--- src/rtl/cpmath_mem_pkg.sv ---
// Shared definitions for the requester-side memory access controller.
//   state_t           : controller FSM states (IDLE, ISSUE, CAPTURE, DONE)
//   MEM_WORDS_DEFAULT : default word count of the attached memory
//   WORD_SHIFT        : byte-address to word-index shift (32-bit words)
package cpmath_mem_pkg;

  typedef enum logic [1:0] {
    IDLE    = 2'd0,
    ISSUE   = 2'd1,
    CAPTURE = 2'd2,
    DONE    = 2'd3
  } state_t;

  localparam int MEM_WORDS_DEFAULT = 200;
  localparam int WORD_SHIFT        = 2;

endpackage

--- src/rtl/mem_addr_check.sv ---
// Combinational address check for the memory access controller.
// Converts a byte address into a word index and flags requests that must
// not reach the memory.
// Optional feature macro: MEM_BOUNDS_CHECK_EN (adds word index >= MEM_WORDS
// rejection; without it only misalignment is rejected).
// Ports:
//   addr     in  32 : byte address of the request
//   word_idx out 32 : addr >> WORD_SHIFT
//   reject   out 1  : request is misaligned (or out of range when enabled)
module mem_addr_check
  import cpmath_mem_pkg::*;
#(
  parameter int MEM_WORDS = MEM_WORDS_DEFAULT
) (
  input  logic [31:0] addr,
  output logic [31:0] word_idx,
  output logic        reject
);

  logic misaligned;

  assign word_idx   = addr >> WORD_SHIFT;
  assign misaligned = |addr[WORD_SHIFT-1:0];

`ifdef MEM_BOUNDS_CHECK_EN
  logic out_of_range;

  assign out_of_range = (word_idx >= 32'(MEM_WORDS));
  assign reject       = misaligned | out_of_range;
`else
  // The word count only matters for the bounds compare; keep it referenced.
  logic [31:0] unused_mem_words;

  assign unused_mem_words = 32'(MEM_WORDS);
  assign reject           = misaligned;
`endif

endmodule

--- src/rtl/mem_access_ctrl.sv ---
// Requester-side controller for the single-port word memory.
// Accepts one load/store at a time over valid/ready, issues a one-cycle
// memRead/memWrite strobe, captures the registered read data and holds a
// response (data + error flag) until the datapath accepts it.
// Optional feature macro: MEM_BOUNDS_CHECK_EN (see mem_addr_check).
// Ports:
//   clk, reset                  : clock, asynchronous active-high reset
//   req_valid/req_ready         : request handshake
//   req_write, req_addr,
//   req_wdata                   : store flag, byte address, store data
//   resp_valid/resp_ready       : response handshake
//   resp_rdata, resp_err        : load data (0 for stores/errors), reject flag
//   memAdress, memData          : word index and write data to the memory
//   memRead, memWrite           : one-cycle memory strobes
//   memOut                      : registered read data from the memory
module mem_access_ctrl
  import cpmath_mem_pkg::*;
#(
  parameter int MEM_WORDS = MEM_WORDS_DEFAULT
) (
  input  logic        clk,
  input  logic        reset,
  input  logic        req_valid,
  output logic        req_ready,
  input  logic        req_write,
  input  logic [31:0] req_addr,
  input  logic [31:0] req_wdata,
  output logic        resp_valid,
  input  logic        resp_ready,
  output logic [31:0] resp_rdata,
  output logic        resp_err,
  output logic [31:0] memAdress,
  output logic [31:0] memData,
  output logic        memRead,
  output logic        memWrite,
  input  logic [31:0] memOut
);

  state_t      state;
  logic        ready_en;
  logic        accept;
  logic [31:0] word_idx;
  logic        reject;

  logic        write_q;
  logic        err_q;
  logic [31:0] idx_q;
  logic [31:0] wdata_q;
  logic [31:0] rdata_q;

  mem_addr_check #(
    .MEM_WORDS (MEM_WORDS)
  ) u_addr_check (
    .addr     (req_addr),
    .word_idx (word_idx),
    .reject   (reject)
  );

  assign accept = req_valid && req_ready;

  // ready_en keeps req_ready low until the first clock after reset release.
  always_ff @(posedge clk or posedge reset) begin
    if (reset) begin
      state    <= IDLE;
      ready_en <= 1'b0;
    end else begin
      ready_en <= 1'b1;
      case (state)
        IDLE:    if (accept) state <= reject ? DONE : ISSUE;
        ISSUE:   state <= write_q ? DONE : CAPTURE;
        CAPTURE: state <= DONE;
        DONE:    if (resp_ready) state <= IDLE;
        default: state <= IDLE;
      endcase
    end
  end

  // Request/response payload; only observed through state-gated outputs,
  // so it carries no reset.
  always_ff @(posedge clk) begin
    if (accept) begin
      write_q <= req_write;
      err_q   <= reject;
      idx_q   <= word_idx;
      wdata_q <= req_wdata;
      rdata_q <= '0;
    end else if (state == CAPTURE) begin
      rdata_q <= memOut;
    end
  end

  // All outputs decode from the state register, so reset drops them at once.
  assign req_ready  = (state == IDLE) && ready_en;
  assign resp_valid = (state == DONE);
  assign resp_rdata = resp_valid ? rdata_q : '0;
  assign resp_err   = resp_valid && err_q;
  assign memRead    = (state == ISSUE) && !write_q;
  assign memWrite   = (state == ISSUE) && write_q;
  assign memAdress  = (state == ISSUE) ? idx_q   : '0;
  assign memData    = (state == ISSUE) ? wdata_q : '0;

endmodule

--- config.mk ---
export PLATFORM = sky130hd
export DESIGN_NAME = mem_access_ctrl
export DESIGN_NICKNAME = d
export VERILOG_FILES = /design/src/rtl/cpmath_mem_pkg.sv /design/src/rtl/mem_addr_check.sv /design/src/rtl/mem_access_ctrl.sv
export SDC_FILE = /design/constraint.sdc
export NUM_CORES = 1
export LEC_CHECK = 0
export ABC_CLOCK_PERIOD_IN_PS = 3300
export BUFFER_PORTS_ARGS = -buffer_cell sky130_fd_sc_hd__clkbuf_2
export CAP_MARGIN = 20
export CORE_AREA = 2 2 94 96
export CTS_CLUSTER_DIAMETER = 30
export DETAILED_ROUTE_END_ITERATION = 7
export DIE_AREA = 0 0 96 98
export GPL_TIMING_DRIVEN = 0
export PLACE_DENSITY_LB_ADDON = 0.05
export SLEW_MARGIN = 20
export SYNTH_ARGS = -nofsm -noshare
export SYNTH_HDL_FRONTEND = slang
export SYNTH_SLANG_ARGS = --single-unit
--- constraint.sdc ---
create_clock -name clk -period 3.3 [get_ports clk]
set_input_delay 0.33 -clock clk [delete_from_list [all_inputs] [get_ports clk]]
set_output_delay 0.33 -clock clk [all_outputs]
set_load 0.02 [all_outputs]
* Word-level counts from Yosys, hierarchy flattened *
Cells that the tools add are included.

operators by class
  equal/unequal tests = 5
  muxes and demuxes = 8
  reduce and logical (&&, ||, !) cells = 9

operators with widths
  operator                                                                number
  32-bit two-way mux                                                      2
  30-bit two-way mux                                                      1
  2-bit one-hot mux with 4 select lines                                   1
  2-bit two-way mux                                                       3
  1-bit logical AND                                                       5
  2-bit equality test (second input constant)                             2
  2-bit by 1-bit equality test with 1-bit output (second input constant)  1
  2-bit logical NOT                                                       1
  2-bit by 1-bit != test with 1-bit output (second input constant)        1
  2-bit != test (second input constant)                                   1
  2-bit AND reduction                                                     1
  2-bit OR reduction                                                      1
  1-bit logical NOT                                                       1
  1-bit two-way mux                                                       1

word-level totals
  flip-flop bits (word level) = 99
  input port bits = 101
  output and inout port bits = 101
  word-level logic and storage cells = 29

* Logic depth before layout (Yosys ltp) *
  depth after elaboration = 5
  gate-level depth with buffers = 6
  gate-level depth less buffers = 5

* Cells and area by module *
From an unflattened synthesis, not the netlist that was laid out.

second synthesis, totals
  cells, all modules = 336
  area, all modules = 4379.2 um2

modules (own cells, without submodules)
  module           instances  cells an instance  area each (um2)  seq. area each (um2)
  mem_access_ctrl  1          302                4129.0           2697.6
  mem_addr_check   1          34                 250.2            0.0

* Worst setup path after synthesis *
OpenSTA, ideal clock, no wires.

  path kind = register to register
  start point = register state[0]
  end point = register err_q, enable pin
  setup time = 367 ps
  data arrival time = 1352 ps
  required time = 2933 ps
  slack = 1581 ps
  cell stages (with the launch flop) = 6
  path buffers = 2
  clock period less this slack = 1719 ps
  cells stage by stage = dfrtp_1 inv_1 ha_1 and3_1 buf_6 buf_6

on the way
  longest elaborated chain between the ends = 3

ends and longest elaborated chain
  what                    RTL line               source
  start, declared         mem_access_ctrl.sv:39  state_t state;
  start signal, assigned  mem_access_ctrl.sv:69  IDLE: if (accept) state <= reject ? DONE : ISSUE;
  start signal, assigned  mem_access_ctrl.sv:70  ISSUE: state <= write_q ? DONE : CAPTURE;
  2-bit logical NOT       mem_access_ctrl.sv:93  assign req_ready = (state == IDLE) && ready_en;
  1-bit logical AND       mem_access_ctrl.sv:93
  1-bit logical AND       mem_access_ctrl.sv:59  assign accept = req_valid && req_ready;
  net accept              mem_access_ctrl.sv:41  logic accept;
  end signal, assigned    mem_access_ctrl.sv:83  err_q <= reject;
  end, declared           mem_access_ctrl.sv:46  logic err_q;

The timed path passes the listed nets, and every way through them passes these cells.
A chain may end at the register's enable or synchronous reset.

* Final worst setup path *
  start point = register state[1]
  end point = output port memData[2]

on the way
  longest elaborated chain between the ends = 2

ends and longest elaborated chain
  what                                            RTL line                source
  2-bit by 1-bit equality test with 1-bit output  mem_access_ctrl.sv:100  assign memData = (state == ISSUE) ? wdata_q : '0;
  32-bit two-way mux                              mem_access_ctrl.sv:100
  end, declared                                   mem_access_ctrl.sv:33   output logic [31:0] memData,

Every way passes these cells.

==> impl_metrics.tcl <==
set metrics [dict create \
    outcome "finished clean" \
    maxSlewHeadroom 0.575 \
    wl_per_cell_um 13.9 \
    die_area_um2 9410 \
    nNetsFinal 620 \
    ys_dominant_reg_cell "sky130_fd_sc_hd__edfxtp_1" \
    post_synth_inst_count 302 \
    timing.hold.worst.class "input port to flop" \
    cts.clk_slew.worst_paths_ps 100 \
    grt_max_degree 74 \
    worst_r2r_endpoint "wdata_q[10]$_DFFE_PP_" \
    synth_adder_area_share 0.0157 \
    fmax_mhz 444 \
    post-synth-top-count-cell "sky130_fd_sc_hd__and2_1" \
    clock_tree.buffer_depth 2 \
    drtAntennaViolNets 0 \
    syn-mean-instance-area_um2 13.2 \
    synth-xor-area-share 0 \
    via_count 2869 \
    timing_hold_violations_final 0 \
    drt_wl_total_mm 8.73 \
    clkSinkCount 99 \
    critPathLaunch "state[1]$_DFFE_PP0P_" \
    number_of_antenna_violations_at_the_first_check_in_global_routing 0 \
    synthesis.area_um2 4000 \
    detailedPlace.worstSlack_ps 1320 \
    total_number_of_placement_rows 34 \
    diodes 0 \
    leakagePower_nw 2.52 \
    drv.max_cap_violation_count 0 \
    setup_violations 0 \
    detail_route.first_pass.iterations 4 \
    finClkSkew_ps 8.43 \
    drtIter0Drc 88 \
    worst-r2r-cell-count 5 \
    synth.ff_latch_count 99 \
    synth_cell_type_count 22 \
    synth_top_cell_by_area "sky130_fd_sc_hd__edfxtp_1" \
    grt_use_total 0.183 \
    grt_first_pass_wirelength_mm 13.1 \
    largest_family_of_logic_cells_by_synthesized_area "simple AND/OR/NAND/NOR gates" \
    final.min_clock_period_ps 2250 \
    instances_no_fill 627 \
    critical_path.reg2reg.startpoint "state[0]$_DFFE_PP0P_" \
    synth_compound_gate_area_share 0.00532 \
    cts_max_level 3 \
    unrepaired_setup_endpoints_after_global_routing "false" \
    avgViaCountPerCell 4.58 \
    synth_simple_gate_area_frac 0.194 \
    global_route.overflow_total 0 \
    endpoint "memData[2]" \
    sequential_area_share_after_synthesis 0.660 \
    yosysWarnings 0 \
    finalPower_mw 4.60 \
    slew_violations 0 \
    post-synth-top-area-fraction 0.481 \
    placedCellCount 610 \
    detail_route.drc_violations 0 \
    synth_commonest_cells "94 x sky130_fd_sc_hd__and2_1, 64 x sky130_fd_sc_hd__edfxtp_1, 34 x sky130_fd_sc_hd__mux2i_1, 34 x sky130_fd_sc_hd__nor2_1, 32 x sky130_fd_sc_hd__dfxtp_1" \
    share_of_cell_area_taken_by_muxes_after_synthesis 0.0852 \
    critPathCaptureType "output pin" \
    clock_tree.root_cell "sky130_fd_sc_hd__clkbuf_8" \
    cts_buffers 9 \
    synth-edff-count 64 \
    dieWidth_um 96 \
    timing.setup.tns_ps 0 \
    timing.setup.critical_path_class "flop to output pin" \
    finalCoreUtilization 0.634 \
    cts_setup_buffers 0 \
    worst_skew_pair.late_latency_ps 360 \
    die_height_um 98 \
    dpl.hpwl_mm 6.57 \
    synth-async-reset-ratio 0.0303 \
    worst_ir_drop_vdd_mv 0.533 \
    grt_pass1_vias 2775 \
    placeableCoreArea_um2 8470 \
    resized_after_cts 0 \
    synth_area_leaders "sky130_fd_sc_hd__edfxtp_1 48%, sky130_fd_sc_hd__dfxtp_1 16%, sky130_fd_sc_hd__and2_1 15%" \
    port_buffers 199 \
    cp.required_ps 2970 \
    tritoncts_clock_tree "yes" \
    worst_setup_slack_final_ps 1050 \
    cp_max_fo 10 \
    floorplan.initialDensity 0.472 \
    min_period_over_period 0.682 \
    arrival_ps 1920 \
    regToRegSetupSlack_ps 1310 \
    worstSetupStartpointType "flop" \
    max_slew.worst_pin.slew_ps 637 \
    io-pin-count 202 \
    power-per-cell-area_nw_per_um2 858 \
    areaGrowthSynthToFinish_pct 34.3 \
    ctsHoldBuffers 1 \
    place.gp.congestion 0.757 \
    drive_gt1_frac 0.445 \
]
==> area by class of cell <==
cell class                      instances  area (um^2)
Multi-Input combinational cell        181         1210
Sequential cell                        99         2640
Fill cell                             730         3100
Tap cell                              108          135
Timing Repair Buffer                  200         1010
Clock inverter                          5         83.8
Inverter                                3         11.3
Clock buffer                           11          143
Buffer                                 20          140
==> state kept, by name, indices dropped and copies added, names as in the netlist <==
signal,flops
err_q,1
write_q,1
wdata_q,32
ready_en,1
state,2
idx_q,30
rdata_q,32
==> stage by stage <==
step                      instance area (um^2)  hold WS [ps]
after floorplan                           4000          83.6
after global placement                    5130           182
after detailed placement                  5130           197
after CTS                                 5370           120
after global routing                      5370           109
final                                     5370           144
==> cells by family (layout without fill, tap and decap cells) <==
| logic type | after synthesis | after routing |
|---|---|---|
| muxes | 34 | 34 |
| buffers and inverters | 23 | 239 |
| DFF | 99 | 99 |
| adders and majority gates | 5 | 5 |
| other | 2 | 3 |
| AOI/OAI and AO/OA | 3 | 3 |
| and+or+nand+nor | 136 | 136 |
==> cell usage in the layout, fill, tap and decap left out <==
cell type / count
sky130_fd_sc_hd__dlygate4sd3_1: 1
sky130_fd_sc_hd__a21boi_0: 1
sky130_fd_sc_hd__and3_1: 1
sky130_fd_sc_hd__clkbuf_1: 9
sky130_fd_sc_hd__conb_1: 3
sky130_fd_sc_hd__and2_2: 3
sky130_fd_sc_hd__inv_4: 1
sky130_fd_sc_hd__buf_6: 7
sky130_fd_sc_hd__edfxtp_1: 64
sky130_fd_sc_hd__ha_1: 5
sky130_fd_sc_hd__clkinv_4: 1
sky130_fd_sc_hd__nor2b_1: 1
sky130_fd_sc_hd__dfrtp_1: 3
sky130_fd_sc_hd__o31a_1: 1
sky130_fd_sc_hd__buf_2: 1
sky130_fd_sc_hd__bufinv_16: 2
sky130_fd_sc_hd__mux2i_1: 34
sky130_fd_sc_hd__or2_2: 1
sky130_fd_sc_hd__buf_4: 3
sky130_fd_sc_hd__nor2_1: 34
sky130_fd_sc_hd__dfxtp_1: 32
sky130_fd_sc_hd__nor3_1: 1
sky130_fd_sc_hd__clkbuf_2: 200
sky130_fd_sc_hd__a21oi_1: 1
sky130_fd_sc_hd__nor2b_4: 1
sky130_fd_sc_hd__clkbuf_8: 10
sky130_fd_sc_hd__inv_1: 3
sky130_fd_sc_hd__and2_1: 94
sky130_fd_sc_hd__inv_6: 1
==> where the power goes <==
part | switching, mW | total [mW] | internal (mW)
clock network | 0.406 | 0.862 | 0.456
logic | 1.21 | 2.01 | 0.797
registers | 0.114 | 1.73 | 1.62
total | 1.74 | 4.60 | 2.87
==> critical path, cell delays in order (launching register included) <==
cell                       delay [ps]
sky130_fd_sc_hd__dfrtp_1          420
sky130_fd_sc_hd__inv_1            140
sky130_fd_sc_hd__ha_1             160
sky130_fd_sc_hd__buf_2            210
sky130_fd_sc_hd__clkbuf_1         290
sky130_fd_sc_hd__and2_1           180
sky130_fd_sc_hd__clkbuf_2         170
==> per-layer routing <==
metal,vias to the layer above,global-route usage,routed length (um)
met5,-,0,0
met4,0,0.0703,225
met3,17,0.0764,944
met2,133,0.303,4290
met1,1304,0.209,3270
li1,1415,-,-
==> worst min-delay path by stage <==
stage	depth (start not counted)	end	startpoint
2_1_floorplan	1	ready_en$_DFF_PP0_	reset
3_3_place_gp	2	ready_en$_DFF_PP0_	reset
3_5_place_dp	2	ready_en$_DFF_PP0_	reset
4_1_cts	1	wdata_q[2]$_DFFE_PP_	req_wdata[2]
5_1_grt	1	idx_q[23]$_DFFE_PP_	req_addr[25]
6_report	1	idx_q[23]$_DFFE_PP_	req_addr[25]
(Power assumes the default switching activity.)
